$ cat config.mk
export PLATFORM = sky130hd
export DESIGN_NAME = rle_decomp_unit
export DESIGN_NICKNAME = d
export VERILOG_FILES = /design/src/rtl/rle_decomp_unit_pkg.sv /design/src/rtl/rle_decomp_unit_packer.sv /design/src/rtl/rle_decomp_unit.sv
export SDC_FILE = /design/constraint.sdc
export NUM_CORES = 1
export LEC_CHECK = 0
export ABC_AREA = 1
export BUFFER_PORTS_ARGS = -buffer_cell sky130_fd_sc_hd__buf_2
export CORE_MARGIN = 2
export CORE_UTILIZATION = 53
export DETAILED_ROUTE_END_ITERATION = 7
export PLACE_DENSITY = 0.82
export SKIP_LAST_GASP = 1
export SYNTH_ARGS = -nofsm -noshare
export SYNTH_HDL_FRONTEND = slang
export SYNTH_SLANG_ARGS = --single-unit
$ cat constraint.sdc
create_clock -name clk -period 3.45 [get_ports clk]
set_input_delay 0 -clock clk [delete_from_list [all_inputs] [get_ports clk]]
set_output_delay 0 -clock clk [all_outputs]
set_load 0.01 [all_outputs]
$ cat src/rtl/rle_decomp_unit_pkg.sv
// Shared RLE definitions: token field layout, output word geometry and the
// decompressor FSM state encoding, plus the lane-count helper.
package rle_decomp_unit_pkg;

    localparam int TOKEN_W    = 16;
    localparam int VAL_MSB    = 15;
    localparam int VAL_LSB    = 8;
    localparam int LEN_MSB    = 7;
    localparam int LEN_LSB    = 0;
    localparam int WORD_BYTES = 4;

    // Decompressor state; exposed inside the top as r_state for probing.
    typedef enum logic [1:0] {
        ST_IDLE   = 2'd0,
        ST_EXPAND = 2'd1,
        ST_FLUSH  = 2'd2
    } rle_state_t;

    // Bytes that can be written this cycle: min(remaining run, free lanes).
    function automatic logic [2:0] lane_count(input logic [7:0] rem,
                                              input logic [2:0] fill);
        logic [2:0] room;
        room = 3'(WORD_BYTES) - fill;
        if (rem < {5'd0, room})
            lane_count = rem[2:0];
        else
            lane_count = room;
    endfunction

endpackage

$ cat src/rtl/rle_decomp_unit_packer.sv
// Lane-write/merge: copies cur_val into byte lanes fill..fill+n-1 of acc and
// flags when that completes a full output word.
module rle_byte_packer
    import rle_decomp_unit_pkg::*;
(
    input  logic [31:0] i_acc,
    input  logic [2:0]  i_fill,
    input  logic [7:0]  i_cur_val,
    input  logic [2:0]  i_n,
    output logic [31:0] o_acc_next,
    output logic        o_word_full
);

    logic [3:0] w_end;

    // Overwrite the lanes covered by this cycle's bytes, keep the rest.
    always_comb begin
        w_end       = {1'b0, i_fill} + {1'b0, i_n};
        o_acc_next  = i_acc;
        for (int i = 0; i < WORD_BYTES; i++) begin
            if ((4'(i) >= {1'b0, i_fill}) && (4'(i) < w_end))
                o_acc_next[8*i +: 8] = i_cur_val;
        end
        o_word_full = (w_end == 4'(WORD_BYTES));
    end

endmodule

$ cat src/rtl/rle_decomp_unit.sv
// RLE decompressor: expands {value, run_len} tokens into a byte stream packed
// four bytes per word, with a flush path that emits a trailing partial word.
module rle_decomp_unit
    import rle_decomp_unit_pkg::*;
(
    input  logic               clk,
    input  logic               reset,
    input  logic [TOKEN_W-1:0] token_in,
    input  logic               token_valid,
    output logic               token_ready,
    input  logic               flush,
    output logic [31:0]        dout,
    output logic [2:0]         dout_bytes,
    output logic               dout_valid,
    input  logic               dout_ready,
    output logic               done
);

    // Handshakes: a token moves when token_valid & token_ready at a rising
    // edge; a word moves when dout_valid & dout_ready at a rising edge.
    // dout/dout_bytes stay stable while dout_valid is high and unaccepted.

    rle_state_t  r_state;
    logic [7:0]  r_cur_val;
    logic [7:0]  r_rem;
    logic [31:0] r_acc;
    logic [2:0]  r_fill;
    logic        r_flush_pend;
    logic [31:0] r_dout;
    logic [2:0]  r_dout_bytes;
    logic        r_dout_valid;
    logic        r_done;

    logic        w_out_free;
    logic        w_tok_accept;
    logic [2:0]  w_n;
    logic [31:0] w_acc_next;
    logic        w_word_full;
    logic [7:0]  w_tok_val;
    logic [7:0]  w_tok_len;

    assign w_tok_val    = token_in[VAL_MSB:VAL_LSB];
    assign w_tok_len    = token_in[LEN_MSB:LEN_LSB];
    assign w_out_free   = ~r_dout_valid | dout_ready;
    assign token_ready  = (r_state == ST_IDLE) & ~r_flush_pend & ~flush;
    assign w_tok_accept = token_valid & token_ready;
    assign w_n          = lane_count(r_rem, r_fill);

    assign dout       = r_dout;
    assign dout_bytes = r_dout_bytes;
    assign dout_valid = r_dout_valid;
    assign done       = r_done;

    rle_byte_packer u_packer (
        .i_acc       (r_acc),
        .i_fill      (r_fill),
        .i_cur_val   (r_cur_val),
        .i_n         (w_n),
        .o_acc_next  (w_acc_next),
        .o_word_full (w_word_full)
    );

    // Control FSM with the packing buffer and registered output word.
    always_ff @(posedge clk or negedge reset) begin
        if (!reset) begin
            r_state      <= ST_IDLE;
            r_cur_val    <= 8'd0;
            r_rem        <= 8'd0;
            r_acc        <= 32'd0;
            r_fill       <= 3'd0;
            r_flush_pend <= 1'b0;
            r_dout       <= 32'd0;
            r_dout_bytes <= 3'd0;
            r_dout_valid <= 1'b0;
            r_done       <= 1'b0;
        end else begin
            r_done <= 1'b0;
            if (r_dout_valid && dout_ready)
                r_dout_valid <= 1'b0;
            if (flush)
                r_flush_pend <= 1'b1;

            case (r_state)
                ST_IDLE: begin
                    if (r_flush_pend || flush) begin
                        r_state <= ST_FLUSH;
                    end else if (w_tok_accept) begin
                        r_cur_val <= w_tok_val;
                        r_rem     <= w_tok_len;
                        if (w_tok_len != 8'd0)
                            r_state <= ST_EXPAND;
                    end
                end
                ST_EXPAND: begin
                    // A completed word with the output still occupied stalls.
                    if (!(w_word_full && !w_out_free)) begin
                        if (w_word_full) begin
                            r_dout       <= w_acc_next;
                            r_dout_bytes <= 3'd4;
                            r_dout_valid <= 1'b1;
                            r_acc        <= 32'd0;
                            r_fill       <= 3'd0;
                        end else begin
                            r_acc  <= w_acc_next;
                            r_fill <= r_fill + w_n;
                        end
                        r_rem <= r_rem - {5'd0, w_n};
                        if (r_rem == {5'd0, w_n})
                            r_state <= (r_flush_pend || flush) ? ST_FLUSH : ST_IDLE;
                    end
                end
                ST_FLUSH: begin
                    if (r_fill == 3'd0) begin
                        r_flush_pend <= flush;
                        r_done       <= 1'b1;
                        r_state      <= ST_IDLE;
                    end else if (w_out_free) begin
                        r_dout       <= r_acc;
                        r_dout_bytes <= r_fill;
                        r_dout_valid <= 1'b1;
                        r_acc        <= 32'd0;
                        r_fill       <= 3'd0;
                        r_flush_pend <= flush;
                        r_done       <= 1'b1;
                        r_state      <= ST_IDLE;
                    end
                end
                default: r_state <= ST_IDLE;
            endcase
        end
    end

endmodule

After elaboration in Yosys (flattened, before gate mapping)
Cells that the tools add are included.

operators by class
  add/subtract/negate cells = 4
  order comparisons = 9
  equal/unequal tests = 14
  mux-type cells = 51
  bitwise gates (word level) = 8
  reduce and logical (&&, ||, !) cells = 18

operators by type and width
  cell                                                              count
  2-to-1 mux 32 bit                                                 8
  one-hot mux 32 bit (2 select lines)                               2
  2-to-1 mux 8 bit                                                  7
  2-to-1 mux 3 bit                                                  9
  2-to-1 mux 2 bit                                                  8
  one-hot mux 8 bit (2 select lines)                                1
  != test 2 bit, second input constant                              7
  2-to-1 mux 1 bit                                                  12
  one-hot mux 3 bit (2 select lines)                                2
  AND reduction 5 bit                                               2
  equality test 8 x 3 -> 1 bit                                      1
  less-than comparator 1 x 4 -> 1 bit, first input constant         2
  less-than comparator 2 x 4 -> 1 bit, first input constant         2
  less-than comparator 8 x 3 -> 1 bit                               1
  AND reduction 4 bit                                               2
  nonzero test 8 bit                                                1
  subtractor 8 x 3 -> 8 bit                                         1
  greater-or-equal comparator 1 x 3 -> 1 bit, first input constant  2
  greater-or-equal comparator 2 x 3 -> 1 bit, first input constant  2
  logical AND 1 bit                                                 6
  one-hot mux 2 bit (3 select lines)                                1
  adder 3 x 3 -> 4 bit                                              1
  equality test 4 x 3 -> 1 bit, second input constant               1
  inverter 1 bit                                                    4
  other kinds (16)                                                  19

storage, ports and cells
  bits in registers = 91
  input bits = 21
  output and inout bits = 38
  logic and storage cells = 114

Depth between registers and ports, before layout
  word-level depth = 10
  mapped depth = 24
  mapped depth without buffers = 23

By module
A second synthesis with hierarchy kept.

unflattened totals
  cell total of the unflattened synthesis = 640
  area, all modules = 5144.9 um^2

by module, submodules not included
  module           instances  cells an instance  area an instance (um^2)  seq. area each (um^2)
  rle_decomp_unit  1          514                4519.3                   2277.2
  rle_byte_packer  1          126                625.6                    0.0

Least setup slack after synthesis
OpenSTA, ideal clock, no wires.

  kind = register to register
  start point = register r_fill[2]
  end point = register r_dout[12] (netlist: dout[12])
  library setup time = 0.117 ns
  arrival time = 3.524 ns
  required time = 3.333 ns
  slack = -0.190 ns
  stages on the path, launching flop included = 22
  path buffers = 3
  period minus slack after synthesis = 3.640 ns
  path through = dfrtp_1 inv_1 clkbuf_1 ha_1 ha_1 o21ai_0 nand3_1 o21ai_0 ha_1 inv_1 fa_1 inv_2 nor2_4 inv_1 nor2_4 nand2_2 o21ai_2 nand2_4 buf_12 buf_12 nand2_2 nand2_1

between the ends
  cells in the longest elaborated chain, start to end = 10
  elaborated cells on any way between the ends = 18
  those cells by class = add/sub (2); order compare (3); eq/ne (4); mux (5); reduce/logical (4)

ends and longest elaborated chain
  element                              line                          RTL
  start: declaration                   rle_decomp_unit.sv:27         logic [2:0] r_fill;
  start signal: assignment             rle_decomp_unit.sv:105        r_fill <= r_fill + w_n;
  subtractor 3 bit                     rle_decomp_unit_pkg.sv:23     room = 3'(WORD_BYTES) - fill;
  less-than comparator 8 x 3 -> 1 bit  rle_decomp_unit_pkg.sv:24     if (rem < {5'd0, room})
  2-to-1 mux 3 bit                     rle_decomp_unit_pkg.sv:24
  adder 3 x 3 -> 4 bit                 rle_decomp_unit_packer.sv:18  w_end = {1'b0, i_fill} + {1'b0, i_n};
  less-than comparator 1 x 4 -> 1 bit  rle_decomp_unit_packer.sv:21  if ((4'(i) >= {1'b0, i_fill}) && (4'(i) < w_end))
  logical AND 1 bit                    rle_decomp_unit_packer.sv:21
  2-to-1 mux 8 bit                     rle_decomp_unit_packer.sv:21
  2-to-1 mux 32 bit                    rle_decomp_unit.sv:97         if (w_word_full) begin
  2-to-1 mux 32 bit                    rle_decomp_unit.sv:96         if (!(w_word_full && !w_out_free)) begin
  one-hot mux 32 bit (2 select lines)  rle_decomp_unit.sv:83         case (r_state)
  end signal: assignment               rle_decomp_unit.sv:98         r_dout <= w_acc_next;
  end signal: assignment               rle_decomp_unit.sv:118        r_dout <= r_acc;
  end: declaration                     rle_decomp_unit.sv:29         logic [31:0] r_dout;

Parallel ways exist; a longest one is shown, timed or not. The select of a mux whose other input is x is not followed.
A chain may end at the register's enable or synchronous reset.

Worst setup path in the final report
  start point = register r_fill[0]
  end point = register r_acc[3]

between the ends
  cells in the longest elaborated chain, start to end = 10
  elaborated cells on any way between the ends = 17
  those cells by class = add/sub (2); order compare (3); eq/ne (3); mux (5); reduce/logical (4)

ends and longest elaborated chain
  element                              line                          RTL
  subtractor 3 bit                     rle_decomp_unit_pkg.sv:23
  less-than comparator 8 x 3 -> 1 bit  rle_decomp_unit_pkg.sv:24
  2-to-1 mux 3 bit                     rle_decomp_unit_pkg.sv:24
  adder 3 x 3 -> 4 bit                 rle_decomp_unit_packer.sv:18
  less-than comparator 1 x 4 -> 1 bit  rle_decomp_unit_packer.sv:21
  logical AND 1 bit                    rle_decomp_unit_packer.sv:21
  2-to-1 mux 8 bit                     rle_decomp_unit_packer.sv:21
  2-to-1 mux 32 bit                    rle_decomp_unit.sv:97
  2-to-1 mux 32 bit                    rle_decomp_unit.sv:96
  one-hot mux 32 bit (2 select lines)  rle_decomp_unit.sv:83
  end signal: assignment               rle_decomp_unit.sv:104        r_acc <= w_acc_next;
  end: declaration                     rle_decomp_unit.sv:26         logic [31:0] r_acc;

Parallel ways exist; a longest one is shown, timed or not. The select of a mux whose other input is x is not followed.

==> impl_metrics.tcl <==
set metrics [dict create \
    yosys.area.top_type_share 0.445 \
    i_o_pin_count 59 \
    clk_pin_slew_ns 0.10 \
    overall_via_count_from_detail_route 5193 \
    endpoint_kind "flop" \
    failed_checks "negative hold slack, negative setup slack" \
    initial_utilization 0.549 \
    post-route-period-util 1.02 \
    routed.top_layer "met4" \
    ff2ff_setup_slack_ns -0.08 \
    whs_ns -0.00563 \
    cell_occurring_most_often_along_the_worst_timing_path "sky130_fd_sc_hd__inv_2" \
    floorplan.rows 35 \
    ys_ff_latch 91 \
    fin_crit_ns 3.53 \
    critPathBufInv 8 \
    worstMarginPinSlew_ns 0.827 \
    critical_path.cell_chain "inv_2, ha_4, inv_4, ha_4, a21boi_2, o21ai_2, nand3_2, o21ai_2, ha_2, inv_2, fa_1, inv_2, nor2_4, inv_2, nor2_4, nand2_2, buf_6, nand4_1, buf_6, clkbuf_16, o21ai_0" \
    timing.max_slew.rel_slack 0.449 \
    cts-root-buf "sky130_fd_sc_hd__clkbuf_8" \
    avgSynthCellArea_um2 7.49 \
    yosys-top-cells-area "sky130_fd_sc_hd__dfrtp_1, sky130_fd_sc_hd__nand2_1, sky130_fd_sc_hd__nand3_1" \
    tritoncts "done" \
    via_count_of_the_first_global_routing_pass 4672 \
    dpl_worst_slack_ns -0.0863 \
    stdcell_area_um2 6580 \
    synth-async-reset-ratio 1.00 \
    nFillCells 655 \
    finalSetupTns_ns -1.81 \
    met2WireLength_um 7010 \
    fp.dieArea_um2 10500 \
    final_hold_viol_count 2 \
    layout-drive-gt1-share 0.273 \
    synth_net_count 721 \
    sequential_share_of_the_synthesized_area 0.445 \
    overflow 0 \
    synth_flop_cell "sky130_fd_sc_hd__dfrtp_1" \
    portBuffers 58 \
    placer_congestion_estimate 0.855 \
    number_of_buffers_created_by_cts 9 \
    critPathRequiredTime_ns 3.71 \
    pin_count_of_the_biggest_net_entering_global_routing 64 \
    slowest_delay_ns 0.53 \
    avgViaCountPerCell 5.59 \
    cts-root-to-sink-buffers 2 \
    grt_util_all_layers 0.266 \
    status "finished, violations left" \
    syn_area_um2 5120 \
    route.layer.met1.wl_um 5990 \
    slew_violations 0 \
    max_freq_ghz 0.283 \
    timing.hold.worst.class "in2reg" \
    chipWidth_um 102 \
    register_area_um2 2280 \
    synth_edf_count 0 \
    startpoint_type "flop" \
    detailedRoute.firstIterationViolations 418 \
    critical-path-slowest-cell "sky130_fd_sc_hd__fa_1" \
    cts-htree-levels 3 \
    routed_wirelength_um 15000 \
    drv.max_cap_violation_count 0 \
    cts_num_sinks 91 \
    postLayoutSetupSlackWorst_ns -0.0829 \
    placeableCoreArea_um2 9330 \
    multi_input_area_um2 2600 \
    first_pass_grt_wire_length_um 22000 \
    cpLargestDelayFamily "adder cells" \
    antenna_violating_nets_post_route 0 \
    finalSetupViolCount 58 \
    netlist-cell-type-count 30 \
    post_drt_wl_per_cell_um 16.1 \
    critical_path_arrival_ns 3.79 \
    finish.net_count 832 \
    post_synth_inst_count 684 \
    clock_insertion_delay_worst_skew_ns 0.38 \
    area_growth_syn_to_layout_pct 28.5 \
    number_of_antenna_violations_at_the_first_check_in_global_routing 0 \
    rsz_0062_raised_after_global_routing "true" \
    die_h_um 102 \
    worstSetupPathType "reg2reg" \
    wl_met3_um 1180 \
    placed_area_um2 5730 \
    antenna_cells_inserted 0 \
    yosysWarningCount 0 \
    clock_skew_ns 0.0148 \
    hpwlAfterDp_um 8830 \
    crit_path_max_fanout 8 \
    netlist.top_cell.by_area "sky130_fd_sc_hd__dfrtp_1" \
    drc_errors 0 \
    dr_pass1_iterations 6 \
]
## sequential cells by signal, indices dropped and copies added, names as in the netlist
signal,flops
r_cur_val,8
r_fill,3
r_rem,8
r_state,2
dout,32
done,1
dout_bytes,3
dout_valid,1
r_flush_pend,1
r_acc,32
## layout by cell type (no fill, tap or decap), drive strengths merged
cell type | netlist | routed
nand2 | 269 | 269
buf | 12 | 103
dfrtp | 91 | 91
inv | 76 | 78
nand3 | 76 | 76
o21ai | 71 | 71
nor2 | 30 | 30
a21oi | 16 | 16
dlygate4sd3 | 0 | 15
ha | 14 | 14
clkbuf | 12 | 14
clkinv | 2 | 6
nand4 | 4 | 4
o211ai | 2 | 2
xor2 | 2 | 2
fa | 2 | 2
a21boi | 2 | 2
nor3 | 2 | 2
o31ai | 1 | 1
bufinv | 0 | 1
clkinvlp | 0 | 1
## through the flow
stage / util / std cells
after floorplan: - / 684
after CTS: 0.664 / 914
after global routing: 0.705 / 929
after detailed placement: 0.614 / 874
final: 0.705 / 929
after global placement: 0.614 / 874
## cell families (layout without fill, tap and decap cells)
family | count (synthesis) | count (layout) | share of synthesized area
simple gates | 381 | 381 | 0.327
compound gates | 92 | 92 | 0.0946
xor+xnor | 2 | 2 | 0.00342
buf+inv | 102 | 218 | 0.0882
flops | 91 | 91 | 0.445
fa+ha+maj | 16 | 16 | 0.0420
## worst register-to-register path: stages, from the launching register on
cell	delay, ns
sky130_fd_sc_hd__dfrtp_2	0.38
sky130_fd_sc_hd__inv_2	0.05
sky130_fd_sc_hd__ha_4	0.28
sky130_fd_sc_hd__inv_4	0.03
sky130_fd_sc_hd__ha_4	0.19
sky130_fd_sc_hd__a21boi_2	0.15
sky130_fd_sc_hd__o21ai_2	0.12
sky130_fd_sc_hd__nand3_2	0.13
sky130_fd_sc_hd__o21ai_2	0.19
sky130_fd_sc_hd__ha_2	0.19
sky130_fd_sc_hd__inv_2	0.05
sky130_fd_sc_hd__fa_1	0.53
sky130_fd_sc_hd__inv_2	0.07
sky130_fd_sc_hd__nor2_4	0.09
sky130_fd_sc_hd__inv_2	0.05
sky130_fd_sc_hd__nor2_4	0.14
sky130_fd_sc_hd__nand2_2	0.09
sky130_fd_sc_hd__buf_6	0.13
sky130_fd_sc_hd__nand4_1	0.13
sky130_fd_sc_hd__buf_6	0.16
sky130_fd_sc_hd__clkbuf_16	0.18
sky130_fd_sc_hd__o21ai_0	0.09
## worst paths after layout
path                       endpoint  cells after the start   startpoint
setup / recovery           r_acc[3]                     21    r_fill[0]
hold reg to reg            dout[29]                      2     dout[29]
hold / removal             r_rem[0]                      5  token_in[0]
min in group asynchronous   dout[8]                      2        reset
max in group asynchronous  dout[28]                      3        reset
setup reg to reg           r_acc[3]                     21    r_fill[0]
## layout make-up
type	instances	area share
multi-input cells	491	0.395
clock inverters	7	0.0131
repair inverters	1	0.00114
clock buffers	9	0.0188
well taps	129	0.0245
flip-flops and latches	91	0.346
repair buffers	123	0.155
inverters	78	0.0460
## Yosys cell counts (2+ instances only)
cell type / number
sky130_fd_sc_hd__nand2_2: 26
sky130_fd_sc_hd__buf_4: 4
sky130_fd_sc_hd__nand3_2: 3
sky130_fd_sc_hd__inv_1: 73
sky130_fd_sc_hd__nor2_4: 3
sky130_fd_sc_hd__inv_2: 3
sky130_fd_sc_hd__o21ai_0: 69
sky130_fd_sc_hd__o211ai_1: 2
sky130_fd_sc_hd__nand2_1: 241
sky130_fd_sc_hd__xor2_1: 2
sky130_fd_sc_hd__nand3_1: 73
sky130_fd_sc_hd__clkinv_1: 2
sky130_fd_sc_hd__nor2_1: 27
sky130_fd_sc_hd__dfrtp_1: 91
sky130_fd_sc_hd__buf_2: 4
sky130_fd_sc_hd__a21boi_0: 2
sky130_fd_sc_hd__fa_1: 2
sky130_fd_sc_hd__nand2_4: 2
sky130_fd_sc_hd__nand4_1: 3
sky130_fd_sc_hd__clkbuf_1: 12
sky130_fd_sc_hd__ha_1: 14
sky130_fd_sc_hd__a21oi_1: 15
sky130_fd_sc_hd__o21ai_2: 2
sky130_fd_sc_hd__buf_12: 3
## repair_timing
item                                    4_1_cts  5_1_grt
cloned                                        1        7
pin swaps                                     9       15
hold buffers                                 15        0
hold endpoints to repair                     77        0
setup buffers                                 8        8
endpoints found under the setup margin       70       81
gates resized for setup                       9       72
## per-layer routing
| metal | global-route usage | vias up |
|---|---|---|
| met4 | 0.128 | 0 |
| met2 | 0.430 | 322 |
| met1 | 0.349 | 2394 |
| li1 | - | 2395 |
| met3 | 0.0451 | 82 |
| met5 | 0 | - |
Power is left out: the tool's default activity adds up to more than one toggle a clock period on the data nets, which glitch-free logic cannot reach.
